--- src/rtl/fetch_queue_unit_pkg.sv ---
// Shared types and width helpers for the fetch queue unit.
package fetch_queue_unit_pkg;

    localparam int unsigned FQ_D_WIDTH = 32;
    localparam int unsigned FQ_A_WIDTH = 32;

    localparam logic [FQ_D_WIDTH-1:0] NOP_INSTR = 32'h0000_0013;

    typedef struct packed {
        logic [FQ_A_WIDTH-1:0] pc;
        logic [FQ_D_WIDTH-1:0] instr;
    } fetch_entry_t;

    // Bits needed to hold the values 0..max_val inclusive.
    function automatic int unsigned cnt_width(input int unsigned max_val);
        return (max_val < 1) ? 1 : $clog2(max_val + 1);
    endfunction

    function automatic int unsigned ptr_width(input int unsigned depth);
        return (depth < 2) ? 1 : $clog2(depth);
    endfunction

endpackage

--- src/rtl/fetch_queue_unit_if.sv ---
// Redirect, instruction-memory and decode-side signals of the fetch queue unit.
interface fetch_queue_unit_if #(
    parameter int unsigned D_WIDTH = 32,
    parameter int unsigned A_WIDTH = 32
);
    logic               pc_src_e;
    logic [A_WIDTH-1:0] pc_target_e;
    logic               imem_req;
    logic [A_WIDTH-1:0] imem_addr;
    logic               imem_gnt;
    logic               imem_rvalid;
    logic [D_WIDTH-1:0] imem_rdata;
    logic               instr_valid_d;
    logic               instr_ready_d;
    logic [D_WIDTH-1:0] instr_d;
    logic [A_WIDTH-1:0] pc_d;
    logic [A_WIDTH-1:0] pc_4_d;

    modport master (
        input  pc_src_e, pc_target_e, imem_gnt, imem_rvalid, imem_rdata, instr_ready_d,
        output imem_req, imem_addr, instr_valid_d, instr_d, pc_d, pc_4_d
    );

    modport slave (
        output pc_src_e, pc_target_e, imem_gnt, imem_rvalid, imem_rdata, instr_ready_d,
        input  imem_req, imem_addr, instr_valid_d, instr_d, pc_d, pc_4_d
    );
endinterface

--- src/rtl/fetch_queue_unit_fifo.sv ---
// Synchronous FIFO of fetch entries with push, pop and single-cycle flush.
module fetch_queue_unit_fifo
    import fetch_queue_unit_pkg::*;
#(
    parameter int unsigned DEPTH = 4,
    parameter int unsigned CW    = cnt_width(DEPTH)
) (
    input  logic          clk,
    input  logic          rst_n,
    input  logic          push,
    input  logic          pop,
    input  logic          flush,
    input  fetch_entry_t  push_data,
    output fetch_entry_t  head_c,
    output logic [CW-1:0] count,
    output logic          empty_c
);
    localparam int unsigned PW = ptr_width(DEPTH);

    fetch_entry_t  mem_q [DEPTH];
    logic [PW-1:0] wr_ptr_q, wr_ptr_d;
    logic [PW-1:0] rd_ptr_q, rd_ptr_d;
    logic [CW-1:0] count_q, count_d;
    logic          do_push, do_pop;

    // Pointer/count update; flush wins over everything else.
    always_comb begin
        do_pop   = pop && (count_q != '0);
        do_push  = push && !flush && ((count_q != CW'(DEPTH)) || do_pop);
        wr_ptr_d = wr_ptr_q;
        rd_ptr_d = rd_ptr_q;
        count_d  = count_q;
        if (flush) begin
            wr_ptr_d = '0;
            rd_ptr_d = '0;
            count_d  = '0;
        end else begin
            if (do_push) wr_ptr_d = wr_ptr_q + PW'(1);
            if (do_pop)  rd_ptr_d = rd_ptr_q + PW'(1);
            count_d = count_q + CW'(do_push) - CW'(do_pop);
        end
    end

    always_ff @(posedge clk or negedge rst_n) begin
        if (!rst_n) begin
            wr_ptr_q <= '0;
            rd_ptr_q <= '0;
            count_q  <= '0;
        end else begin
            wr_ptr_q <= wr_ptr_d;
            rd_ptr_q <= rd_ptr_d;
            count_q  <= count_d;
        end
    end

    // Storage needs no reset: entries are only visible while counted.
    always_ff @(posedge clk) begin
        if (do_push) mem_q[wr_ptr_q] <= push_data;
    end

    assign head_c  = mem_q[rd_ptr_q];
    assign count   = count_q;
    assign empty_c = (count_q == '0);

endmodule

--- src/rtl/fetch_queue_unit.sv ---
// Fetch stage: in-order instruction memory requests, response queue, redirect with squash.
module fetch_queue_unit
    import fetch_queue_unit_pkg::*;
#(
    parameter int unsigned        D_WIDTH   = FQ_D_WIDTH,
    parameter int unsigned        A_WIDTH   = FQ_A_WIDTH,
    parameter logic [A_WIDTH-1:0] RESET_PC  = '0,
    parameter int unsigned        Q_DEPTH   = 4,
    parameter int unsigned        MAX_OUTST = 2
) (
    input logic               clk,
    input logic               rst_n,
    fetch_queue_unit_if.master bus
);
    localparam int unsigned OW = cnt_width(MAX_OUTST);
    localparam int unsigned CW = cnt_width(Q_DEPTH);

    logic [A_WIDTH-1:0] fetch_pc_q, fetch_pc_d;
    logic [A_WIDTH-1:0] resp_pc_q, resp_pc_d;
    logic [OW-1:0]      outst_q, outst_d;
    logic [OW-1:0]      drop_q, drop_d;
    logic               en_q, en_d;

    logic [A_WIDTH-1:0] target_c;
    logic [CW-1:0]      q_count;
    int unsigned        used_c;
    logic               imem_req_c, accept_c, rsp_c, push_c, pop_c, valid_c;
    fetch_entry_t       push_entry_c, head_c;
    logic               empty_c;

    // Issue/response bookkeeping; queue space is reserved when a request is accepted.
    always_comb begin
        target_c   = bus.pc_target_e & ~A_WIDTH'(3);
        used_c     = 32'(q_count) + 32'(outst_q);
        imem_req_c = en_q && !bus.pc_src_e && (32'(outst_q) < MAX_OUTST) && (used_c < Q_DEPTH);
        accept_c   = imem_req_c && bus.imem_gnt;
        rsp_c      = bus.imem_rvalid && (outst_q != '0);
        push_c     = rsp_c && (drop_q == '0) && !bus.pc_src_e;

        en_d       = 1'b1;
        fetch_pc_d = fetch_pc_q;
        resp_pc_d  = resp_pc_q;
        drop_d     = drop_q;
        outst_d    = outst_q + OW'(accept_c) - OW'(rsp_c);

        if (bus.pc_src_e) begin
            fetch_pc_d = target_c;
            resp_pc_d  = target_c;
            // Everything still in flight after this cycle's response belongs to the old path.
            drop_d     = outst_q - OW'(rsp_c);
        end else begin
            if (accept_c) fetch_pc_d = fetch_pc_q + A_WIDTH'(4);
            if (push_c)   resp_pc_d  = resp_pc_q + A_WIDTH'(4);
            if (rsp_c && (drop_q != '0)) drop_d = drop_q - OW'(1);
        end
    end

    always_ff @(posedge clk or negedge rst_n) begin
        if (!rst_n) begin
            fetch_pc_q <= RESET_PC;
            resp_pc_q  <= RESET_PC;
            outst_q    <= '0;
            drop_q     <= '0;
            en_q       <= 1'b0;
        end else begin
            fetch_pc_q <= fetch_pc_d;
            resp_pc_q  <= resp_pc_d;
            outst_q    <= outst_d;
            drop_q     <= drop_d;
            en_q       <= en_d;
        end
    end

    assign push_entry_c.pc    = FQ_A_WIDTH'(resp_pc_q);
    assign push_entry_c.instr = FQ_D_WIDTH'(bus.imem_rdata);
    assign valid_c            = !empty_c;
    assign pop_c              = valid_c && bus.instr_ready_d;

    fetch_queue_unit_fifo #(
        .DEPTH (Q_DEPTH),
        .CW    (CW)
    ) u_fifo (
        .clk       (clk),
        .rst_n     (rst_n),
        .push      (push_c),
        .pop       (pop_c),
        .flush     (bus.pc_src_e),
        .push_data (push_entry_c),
        .head_c    (head_c),
        .count     (q_count),
        .empty_c   (empty_c)
    );

    // Decode-side outputs are forced to NOP/0 while the queue is empty.
    assign bus.imem_req      = imem_req_c;
    assign bus.imem_addr     = fetch_pc_q;
    assign bus.instr_valid_d = valid_c;
    assign bus.instr_d       = valid_c ? D_WIDTH'(head_c.instr) : D_WIDTH'(NOP_INSTR);
    assign bus.pc_d          = valid_c ? A_WIDTH'(head_c.pc) : '0;
    assign bus.pc_4_d        = valid_c ? A_WIDTH'(head_c.pc) + A_WIDTH'(4) : '0;

endmodule

--- src/flat_wrapper.sv ---
// flat-port wrapper written by rule: the top's interface ports become plain ports
module fetch_queue_unit_flat import fetch_queue_unit_pkg::*;
#(
    parameter int unsigned        D_WIDTH   = FQ_D_WIDTH,
    parameter int unsigned        A_WIDTH   = FQ_A_WIDTH,
    parameter logic [A_WIDTH-1:0] RESET_PC  = '0,
    parameter int unsigned        Q_DEPTH   = 4,
    parameter int unsigned        MAX_OUTST = 2
)
  (clk, rst_n, bus_pc_src_e, bus_pc_target_e, bus_imem_gnt, bus_imem_rvalid, bus_imem_rdata, bus_instr_ready_d, bus_imem_req, bus_imem_addr, bus_instr_valid_d, bus_instr_d, bus_pc_d, bus_pc_4_d);
  fetch_queue_unit_if #(.D_WIDTH(D_WIDTH), .A_WIDTH(A_WIDTH)) bus_i ();
  input logic clk;
  input logic rst_n;
  input wire logic [$bits(bus_i.pc_src_e)-1:0] bus_pc_src_e;
  input wire logic [$bits(bus_i.pc_target_e)-1:0] bus_pc_target_e;
  input wire logic [$bits(bus_i.imem_gnt)-1:0] bus_imem_gnt;
  input wire logic [$bits(bus_i.imem_rvalid)-1:0] bus_imem_rvalid;
  input wire logic [$bits(bus_i.imem_rdata)-1:0] bus_imem_rdata;
  input wire logic [$bits(bus_i.instr_ready_d)-1:0] bus_instr_ready_d;
  output wire logic [$bits(bus_i.imem_req)-1:0] bus_imem_req;
  output wire logic [$bits(bus_i.imem_addr)-1:0] bus_imem_addr;
  output wire logic [$bits(bus_i.instr_valid_d)-1:0] bus_instr_valid_d;
  output wire logic [$bits(bus_i.instr_d)-1:0] bus_instr_d;
  output wire logic [$bits(bus_i.pc_d)-1:0] bus_pc_d;
  output wire logic [$bits(bus_i.pc_4_d)-1:0] bus_pc_4_d;
  assign bus_i.pc_src_e = bus_pc_src_e;
  assign bus_i.pc_target_e = bus_pc_target_e;
  assign bus_i.imem_gnt = bus_imem_gnt;
  assign bus_i.imem_rvalid = bus_imem_rvalid;
  assign bus_i.imem_rdata = bus_imem_rdata;
  assign bus_i.instr_ready_d = bus_instr_ready_d;
  assign bus_imem_req = bus_i.imem_req;
  assign bus_imem_addr = bus_i.imem_addr;
  assign bus_instr_valid_d = bus_i.instr_valid_d;
  assign bus_instr_d = bus_i.instr_d;
  assign bus_pc_d = bus_i.pc_d;
  assign bus_pc_4_d = bus_i.pc_4_d;
  fetch_queue_unit #(.D_WIDTH(D_WIDTH), .A_WIDTH(A_WIDTH), .RESET_PC(RESET_PC), .Q_DEPTH(Q_DEPTH), .MAX_OUTST(MAX_OUTST)) u_core (.clk(clk), .rst_n(rst_n), .bus(bus_i));
endmodule
--- config.mk ---
export PLATFORM = sky130hd
export DESIGN_NAME = fetch_queue_unit_flat
export DESIGN_NICKNAME = d
export VERILOG_FILES = /design/src/rtl/fetch_queue_unit_pkg.sv /design/src/rtl/fetch_queue_unit_if.sv /design/src/rtl/fetch_queue_unit_fifo.sv /design/src/rtl/fetch_queue_unit.sv /design/src/flat_wrapper.sv
export SDC_FILE = /design/constraint.sdc
export NUM_CORES = 1
export LEC_CHECK = 0
export ABC_AREA = 1
export CORE_UTILIZATION = 51
export DETAILED_ROUTE_END_ITERATION = 6
export PLACE_DENSITY = 0.77
export SLEW_MARGIN = 20
export SYNTH_ARGS = -nofsm -noshare
export SYNTH_HDL_FRONTEND = slang
export SYNTH_HIERARCHICAL = 1
export SYNTH_SLANG_ARGS = --single-unit
--- constraint.sdc ---
create_clock -name clk -period 4.65 [get_ports clk]
set_input_delay 0.465 -clock clk [delete_from_list [all_inputs] [get_ports clk]]
set_output_delay 0.465 -clock clk [all_outputs]
set_load 0.005 [all_outputs]
==> metrics.md, run 1 <==
| Metric | Value |
|---|---|
| Outcome | `finished, violations left` |
| Failing checks | `design-rule violations` |
| Post-Place Worst Slack | `708 ps` |
| Vias in the first global route | `12,100` |
| Die height | `180 µm` |
| CTS H-tree depth | `2` |
| I/O Pins | `200` |
| Worst-path cell chain | `inv_4 > buf_12 > nor2_1 > o22ai_1 > inv_1 > nor4_1 > nand2_1 > nand2_1 > nand2_1 > nor2_1 > clkdlybuf4s50_1` |
| Clock slew at reported path FFs | `60 ps` |
| Filler Cells Inserted | `2,428` |
| Via density | `5.47` |
| Syn. warnings | `6` |
| Max-slew violations | `0` |
| RSZ-0062 raised after global routing | `false` |
| Hold buffers post-CTS | `0` |
| Clk sink count | `328` |
| Share of cells above drive strength 1 | `0.0904` |
| Congestion Overflow GR | `0` |
| Top cell type's share of synthesized area | `0.477` |
| Core Area | `0.0308 mm²` |
| Avg Inst Size Synth | `9.60 µm²` |
| Relative slew slack | `0.344` |
| Max-cap viol count | `0` |
| First-pass GRT wire length | `63,200 µm` |
| Final period utilization | `0.939` |
| Root Buffer | `clkbuf_16` |
| Hpwl dp | `26,300 µm` |
| WL/cell | `17.3 µm` |
| Minimum clock period after layout | `4370 ps` |
| Antenna violations before repair | `1` |
| Post-synthesis register bit count | `328` |
| Min-Delay Path Class | `input port to asynchronous set/reset pin` |
| Post-synth ARST share | `0.220` |
| Largest cells by area after synthesis | `edfxtp_1 (48%), dfrtp_1 (11%), nor2_1 (7.0%), nand2_1 (6.9%), inv_1 (3.9%)` |
| Die Width | `180 µm` |
| Maximum root-to-sink buffer count | `3` |
| Clock skew | `20.4 ps` |
| WS Path Type | `flop to output port` |
| Worst IR Drop VDD | `0.000215 V` |
| Critical Path RT | `4180 ps` |
| Post-route ant nets | `0` |
| Fin. Hold Viols | `0` |
| Ys flop type | `edfxtp_1` |
| Most used cell, CP | `nand2_1` |
| Vias | `12,600` |
| Worst-path cell with the longest stage delay | `nor4_1` |
| Post-synthesis cell type count | `50` |
| LEAKAGE | `0.00760 µW` |
| Max Freq | `0.229 GHz` |
| Top-count cell post-synth | `nor2_1` |
| Post-layout utilization of the core | `0.634` |
| FP Rows | `64` |
| P per Cell Area | `375 mW/mm²` |
| CP endpoint kind | `output port` |
| Post-synth top cells | `nor2_1 (301), nand2_1 (298), edfxtp_1 (256)` |
| Port bufs | `195` |
| Fin nets | `1,963` |
| Startpoint types | `flop` |
| Die area | `0.0323 mm²` |
| Area Overhead vs Synth | `21.3%` |
| Post-Syn Instances | `1,680` |
| Crit path DAT | `3900 ps` |
| Post-synthesis cell type with the largest combined area | `edfxtp_1` |
| Max FO, Critical Path | `54` |
| Starting Density | `0.523` |
| Worst-margin pin slew | `985 ps` |
| Max incr delay on CP | `650 ps` |
| EDFF count, synth | `256` |
| Largest net degree at the start of global routing | `82` |
| Register area share after synthesis | `0.588` |
| Cts bufs inserted | `35` |
| Clock latency on the worst-skew pair | `520 ps` |
| Post-CTS sizing | `0` |
| Routability Congestion | `0.928` |
| Post-synth design cell area | `0.0161 mm²` |
| Final setup viols | `0` |
| Routed WL | `39,800 µm` |
| Reg2Reg Setup Slack | `1520 ps` |
| CTS tree | `built` |
| GRT Total Usage | `0.246` |
| 1st-iter DRT viols | `1,025` |
| Final worst-path setup slack | `283 ps` |
| # DRC | `54` |
| 1st-pass router iterations | `7` |
repair_timing:
| item | CTS | global route |
|---|---|---|
| buffers inserted | 0 | 1 |
| endpoints found under the hold margin | 0 | 0 |
| endpoints found under the setup margin | 0 | 4 |
per-stage QoR:
step	total power [µW]	cell area (µm²)	hold WS (ps)	TNS [ps]	cells
floorplan	4180	16200	169	-19760	1689
global placement	4620	18400	532	0	2236
detailed placement	4660	18400	552	0	2236
CTS	7370	19500	108	0	2298
global route	7620	19600	138	0	2299
finish	7330	19600	82.7	0	2300
worst max-delay path: cells and delay by family (launching register included):
kind            cells  cell delay [ps]
compound gates      1              340
flops               1              630
buf+inv             4             1280
simple gates        6             1120
cell type report:
| class | count | area (µm²) | share of cell area |
|---|---|---|---|
| Antenna cell | 1 | 2.50 | 0.000128 |
| Clock buffer | 40 | 916 | 0.0468 |
| Clock inverter | 22 | 208 | 0.0106 |
| Inverter | 179 | 677 | 0.0346 |
| Multi-Input combinational cell | 1114 | 5600 | 0.286 |
| Sequential cell | 328 | 9490 | 0.485 |
| Tap cell | 396 | 495 | 0.0253 |
| Timing Repair Buffer | 220 | 2170 | 0.111 |
placed cells by master, fill, tap and decap left out, drive strengths merged, types with 6 or more instances in the layout:
cell type,synthesis,final
nor2,331,331
nand2,309,309
edfxtp,256,256
clkdlybuf4s50,0,194
inv,177,180
o21ai,156,156
nand3,91,91
dfrtp,72,72
o22ai,64,64
clkbuf,23,40
buf,45,26
xor2,25,25
nor3,25,25
a21oi,21,21
nand4,16,16
ha,14,14
clkinv,2,14
xnor2,11,11
o211ai,11,11
conb,2,11
o21bai,6,6
flip-flops by register name, summed over array words and instances (netlist names):
name                    flops
u_core/u_fifo/mem_q       256
u_core/bus.imem_addr       30
u_core/resp_pc_q           30
u_core/u_fifo/count         3
u_core/drop_q               2
u_core/outst_q              2
u_core/u_fifo/rd_ptr_q      2
u_core/u_fifo/wr_ptr_q      2
u_core/en_q                 1
cell families (layout without fill, tap and decap cells):
logic type,count (synthesis),count (layout),synth area share
other cells,2,12,0.000466
xor+xnor,36,36,0.0196
simple gates,783,783,0.211
compound gates,269,269,0.100
flops,328,328,0.588
buf+inv,247,461,0.0684
fa+ha+maj,15,15,0.0121
power breakdown:
part | total [µW] | internal, µW | switching [µW]
combinational | 986 | 435 | 551
clock | 2700 | 1590 | 1110
sequential | 3640 | 3390 | 245
per-layer routing:
metal  track usage  up-vias  part of all wire
li1              -     6030                 -
met1         0.340     5918              0.43
met2         0.407      572              0.47
met3        0.0365       63             0.080
met4        0.0659        0             0.022
met5             0        -                 0
worst paths after layout:
path,from,endpoint,cells after the start
hold / removal,rst_n,u_core/bus.imem_addr[31],1
max in group asynchronous,rst_n,u_core/u_fifo/rd_ptr_q[0],2
min in group clk,u_core/outst_q[0],u_core/outst_q[0],1
setup / recovery,u_core/u_fifo/rd_ptr_q[0],bus_pc_4_d[26],11
setup reg to reg,u_core/outst_q[1],u_core/u_fifo/mem_q[2][57],8
hold reg to reg,u_core/outst_q[0],u_core/outst_q[0],1
Note: power is estimated with default switching activity, not from simulation.
==> run 2: changes to the inputs <==
--- a/config.mk
+++ b/config.mk
@@ -5,10 +5,12 @@
 export SDC_FILE = /design/constraint.sdc
 export NUM_CORES = 1
 export LEC_CHECK = 0
-export ABC_AREA = 1
-export CORE_UTILIZATION = 51
+export CELL_PAD_IN_SITES_DETAIL_PLACEMENT = 0
+export CELL_PAD_IN_SITES_GLOBAL_PLACEMENT = 2
+export CORE_UTILIZATION = 35
 export DETAILED_ROUTE_END_ITERATION = 6
-export PLACE_DENSITY = 0.77
+export MAX_ROUTING_LAYER = met4
+export PLACE_DENSITY_LB_ADDON = 0.1
 export SLEW_MARGIN = 20
 export SYNTH_ARGS = -nofsm -noshare
 export SYNTH_HDL_FRONTEND = slang
==> metrics.md, run 2 <==
| Metric | Value |
|---|---|
| Max Freq | `0.233 GHz` |
| Crit path DAT | `3820 ps` |
| Share of cells above drive strength 1 | `0.153` |
| Port bufs | `195` |
| Hold buffers post-CTS | `0` |
| 1st-iter DRT viols | `399` |
| I/O Pins | `200` |
| Clk sink count | `328` |
| Post-route ant nets | `0` |
| Ys flop type | `edfxtp_1` |
| Die height | `206 µm` |
| Avg Inst Size Synth | `15.2 µm²` |
| Most frequent cells in the layout | `edfxtp_1 (256), clkdlybuf4s50_1 (193), dfrtp_1 (70), nor2b_1 (66), mux4_2 (64)` |
| Post-Place Worst Slack | `814 ps` |
| Post-synthesis cell type count | `57` |
| Post-synth top cells | `edfxtp_1 (256), dfrtp_1 (72), nor2b_1 (66)` |
| Final worst-path setup slack | `366 ps` |
| FP Rows | `74` |
| Largest net degree at the start of global routing | `64` |
| Antenna violations before repair | `0` |
| Filler Cells Inserted | `3,733` |
| Max reg flops | `256` |
| RSZ-0062 raised after global routing | `false` |
| Max FO, Critical Path | `22` |
| Core Area | `0.0409 mm²` |
| Vias in the first global route | `8,845` |
| Routed WL | `35,100 µm` |
| Worst-margin pin slew | `1000 ps` |
| Footprint of the multi-input gates | `0.00477 mm²` |
| Antenna Cells | `0` |
| Post-Syn Instances | `960` |
| Syn. warnings | `6` |
| Clock latency on the worst-skew pair | `530 ps` |
| Outcome | `finished, violations left` |
| Congestion Overflow GR | `0` |
| WS Path Type | `flop to output port` |
| Hpwl dp | `23,500 µm` |
| Fin. Hold Viols | `1` |
| Top cell type's share of synthesized area | `0.528` |
| Largest cells by area after synthesis | `edfxtp_1 (53%), dfrtp_1 (12%), mux4_2 (9.9%), nor2b_1 (2.8%), xor2_1 (2.5%)` |
| Via density | `4.94` |
| Min-Delay Path Class | `input port to asynchronous set/reset pin` |
| LEAKAGE | `0.00616 µW` |
| CP endpoint kind | `output port` |
| Max-slew violations | `0` |
| Startpoint types | `flop` |
| Starting Density | `0.355` |
| Setup bufs post-CTS | `0` |
| Relative slew slack | `0.328` |
| Routability Congestion | `0.758` |
| Vias | `8,580` |
| Post-synthesis register bit count | `328` |
| 1st-pass router iterations | `4` |
| Post-layout utilization of the core | `0.450` |
| Clock skew | `15.6 ps` |
| GRT Total Usage | `0.173` |
| Failing checks | `negative hold slack` |
| P per Cell Area | `383 mW/mm²` |
| Cts bufs inserted | `39` |
| Leading cell type in the layout, fill and taps excluded | `edfxtp_1` |
| Critical Path RT | `4180 ps` |
| Clock slew at reported path FFs | `60 ps` |
| Post-synth ARST share | `0.220` |
| Register area share after synthesis | `0.652` |
| Final hold slack | `-0.182 ps` |
| Reg with most FFs | `u_core/u_fifo/mem_q` |
| Post-synthesis cell type with the largest combined area | `edfxtp_1` |
| Storage cell area | `0.00949 mm²` |
| TNS Setup | `0 ps` |
| Final setup viols | `0` |
| Post-CTS sizing | `0` |
| Minimum clock period after layout | `4280 ps` |
| Root Buffer | `clkbuf_16` |
| CTS H-tree depth | `2` |
| Maximum root-to-sink buffer count | `3` |
| Area Overhead vs Synth | `26.7%` |
| First-pass GRT wire length | `53,700 µm` |
| Final period utilization | `0.921` |
| WL/cell | `20.2 µm` |
| Fin nets | `1,262` |
| Die area | `0.0424 mm²` |
| Top-count cell post-synth | `edfxtp_1` |
| Post-synth design cell area | `0.0145 mm²` |
| Worst IR Drop VDD | `0.000207 V` |
| Max-cap viol count | `0` |
| EDFF count, synth | `256` |
| Die Width | `206 µm` |
| CTS tree | `built` |
| # DRC | `0` |
## run 2: changes by cell type after synthesis, sizes merged, moves of 45 or more
cell,previous run,this run
o22ai,64,0
inv,177,22
mux4,0,64
nor2b,0,66
nor2,331,53
nand2,309,51
o21ai,156,32
nand3,91,46
## run 2: area by class of cell
| cell class | count | share of cell area |
|---|---|---|
| clock inverters | 23 | 0.0134 |
| multi-input cells | 571 | 0.259 |
| well taps | 532 | 0.0361 |
| clock buffers | 47 | 0.0557 |
| flip-flops and latches | 328 | 0.515 |
| inverters | 22 | 0.00448 |
| repair buffers | 215 | 0.116 |
## run 2: power breakdown
part	internal [µW]	switching, µW	total (µW)
sequential	3280	138	3420
clock	1850	1180	3030
combinational	312	290	602
total	5450	1610	7050
## run 2: final timing paths
| kind | from | endpoint | slack (ps) | cells after the start |
|---|---|---|---|---|
| min in group clk | bus_pc_src_e | u_core/u_fifo/count[1] | 450 | 2 |
| max reg2reg | u_core/u_fifo/count[1] | u_core/u_fifo/count[2] | 1740 | 12 |
| min | rst_n | u_core/bus.imem_addr[26] | -0.2 | 1 |
| min reg2reg | u_core/resp_pc_q[29] | u_core/u_fifo/mem_q[2][61] | 550 | 0 |
| max | u_core/u_fifo/rd_ptr_q[0] | bus_pc_4_d[31] | 370 | 8 |
| max in group asynchronous | rst_n | u_core/resp_pc_q[7] | 3810 | 2 |
## run 2: metrics by stage
| stage | cell area, µm² | power, µW | std cells |
|---|---|---|---|
| 6_report | 18400 | 7050 | 1738 |
| 4_1_cts | 18400 | 7160 | 1738 |
| 3_3_place_gp | 17200 | 4090 | 1668 |
| 5_1_grt | 18400 | 7340 | 1738 |
| 3_5_place_dp | 17200 | 4090 | 1668 |
| 2_1_floorplan | 14600 | 3760 | 969 |
## run 2: routing by layer
layer  track usage  wire (µm)
met5             -          0
met4        0.0341        463
met3        0.0255       1340
met2         0.268      16300
met1         0.243      17000
## run 2: cell families (layout without fill, tap and decap cells)
kind of cell / count (synthesis) / in the layout / synth area share
compound gates: 77 / 77 / 0.0339
flops: 328 / 328 / 0.652
simple gates: 318 / 318 / 0.122
other cells: 2 / 11 / 0.000516
buf+inv: 70 / 307 / 0.0232
mux: 83 / 83 / 0.114
fa+ha+maj: 15 / 15 / 0.0134
xor+xnor: 67 / 67 / 0.0403
## run 2: worst max-delay path: stages, from the launching register on
cell and delay (ps):
dfrtp_4 710, buf_4 300, mux4_2 590, and3_1 230, and3_1 250, and3_1 250, nand3_1 140, mux2_4 300
clkdlybuf4s50_1 510
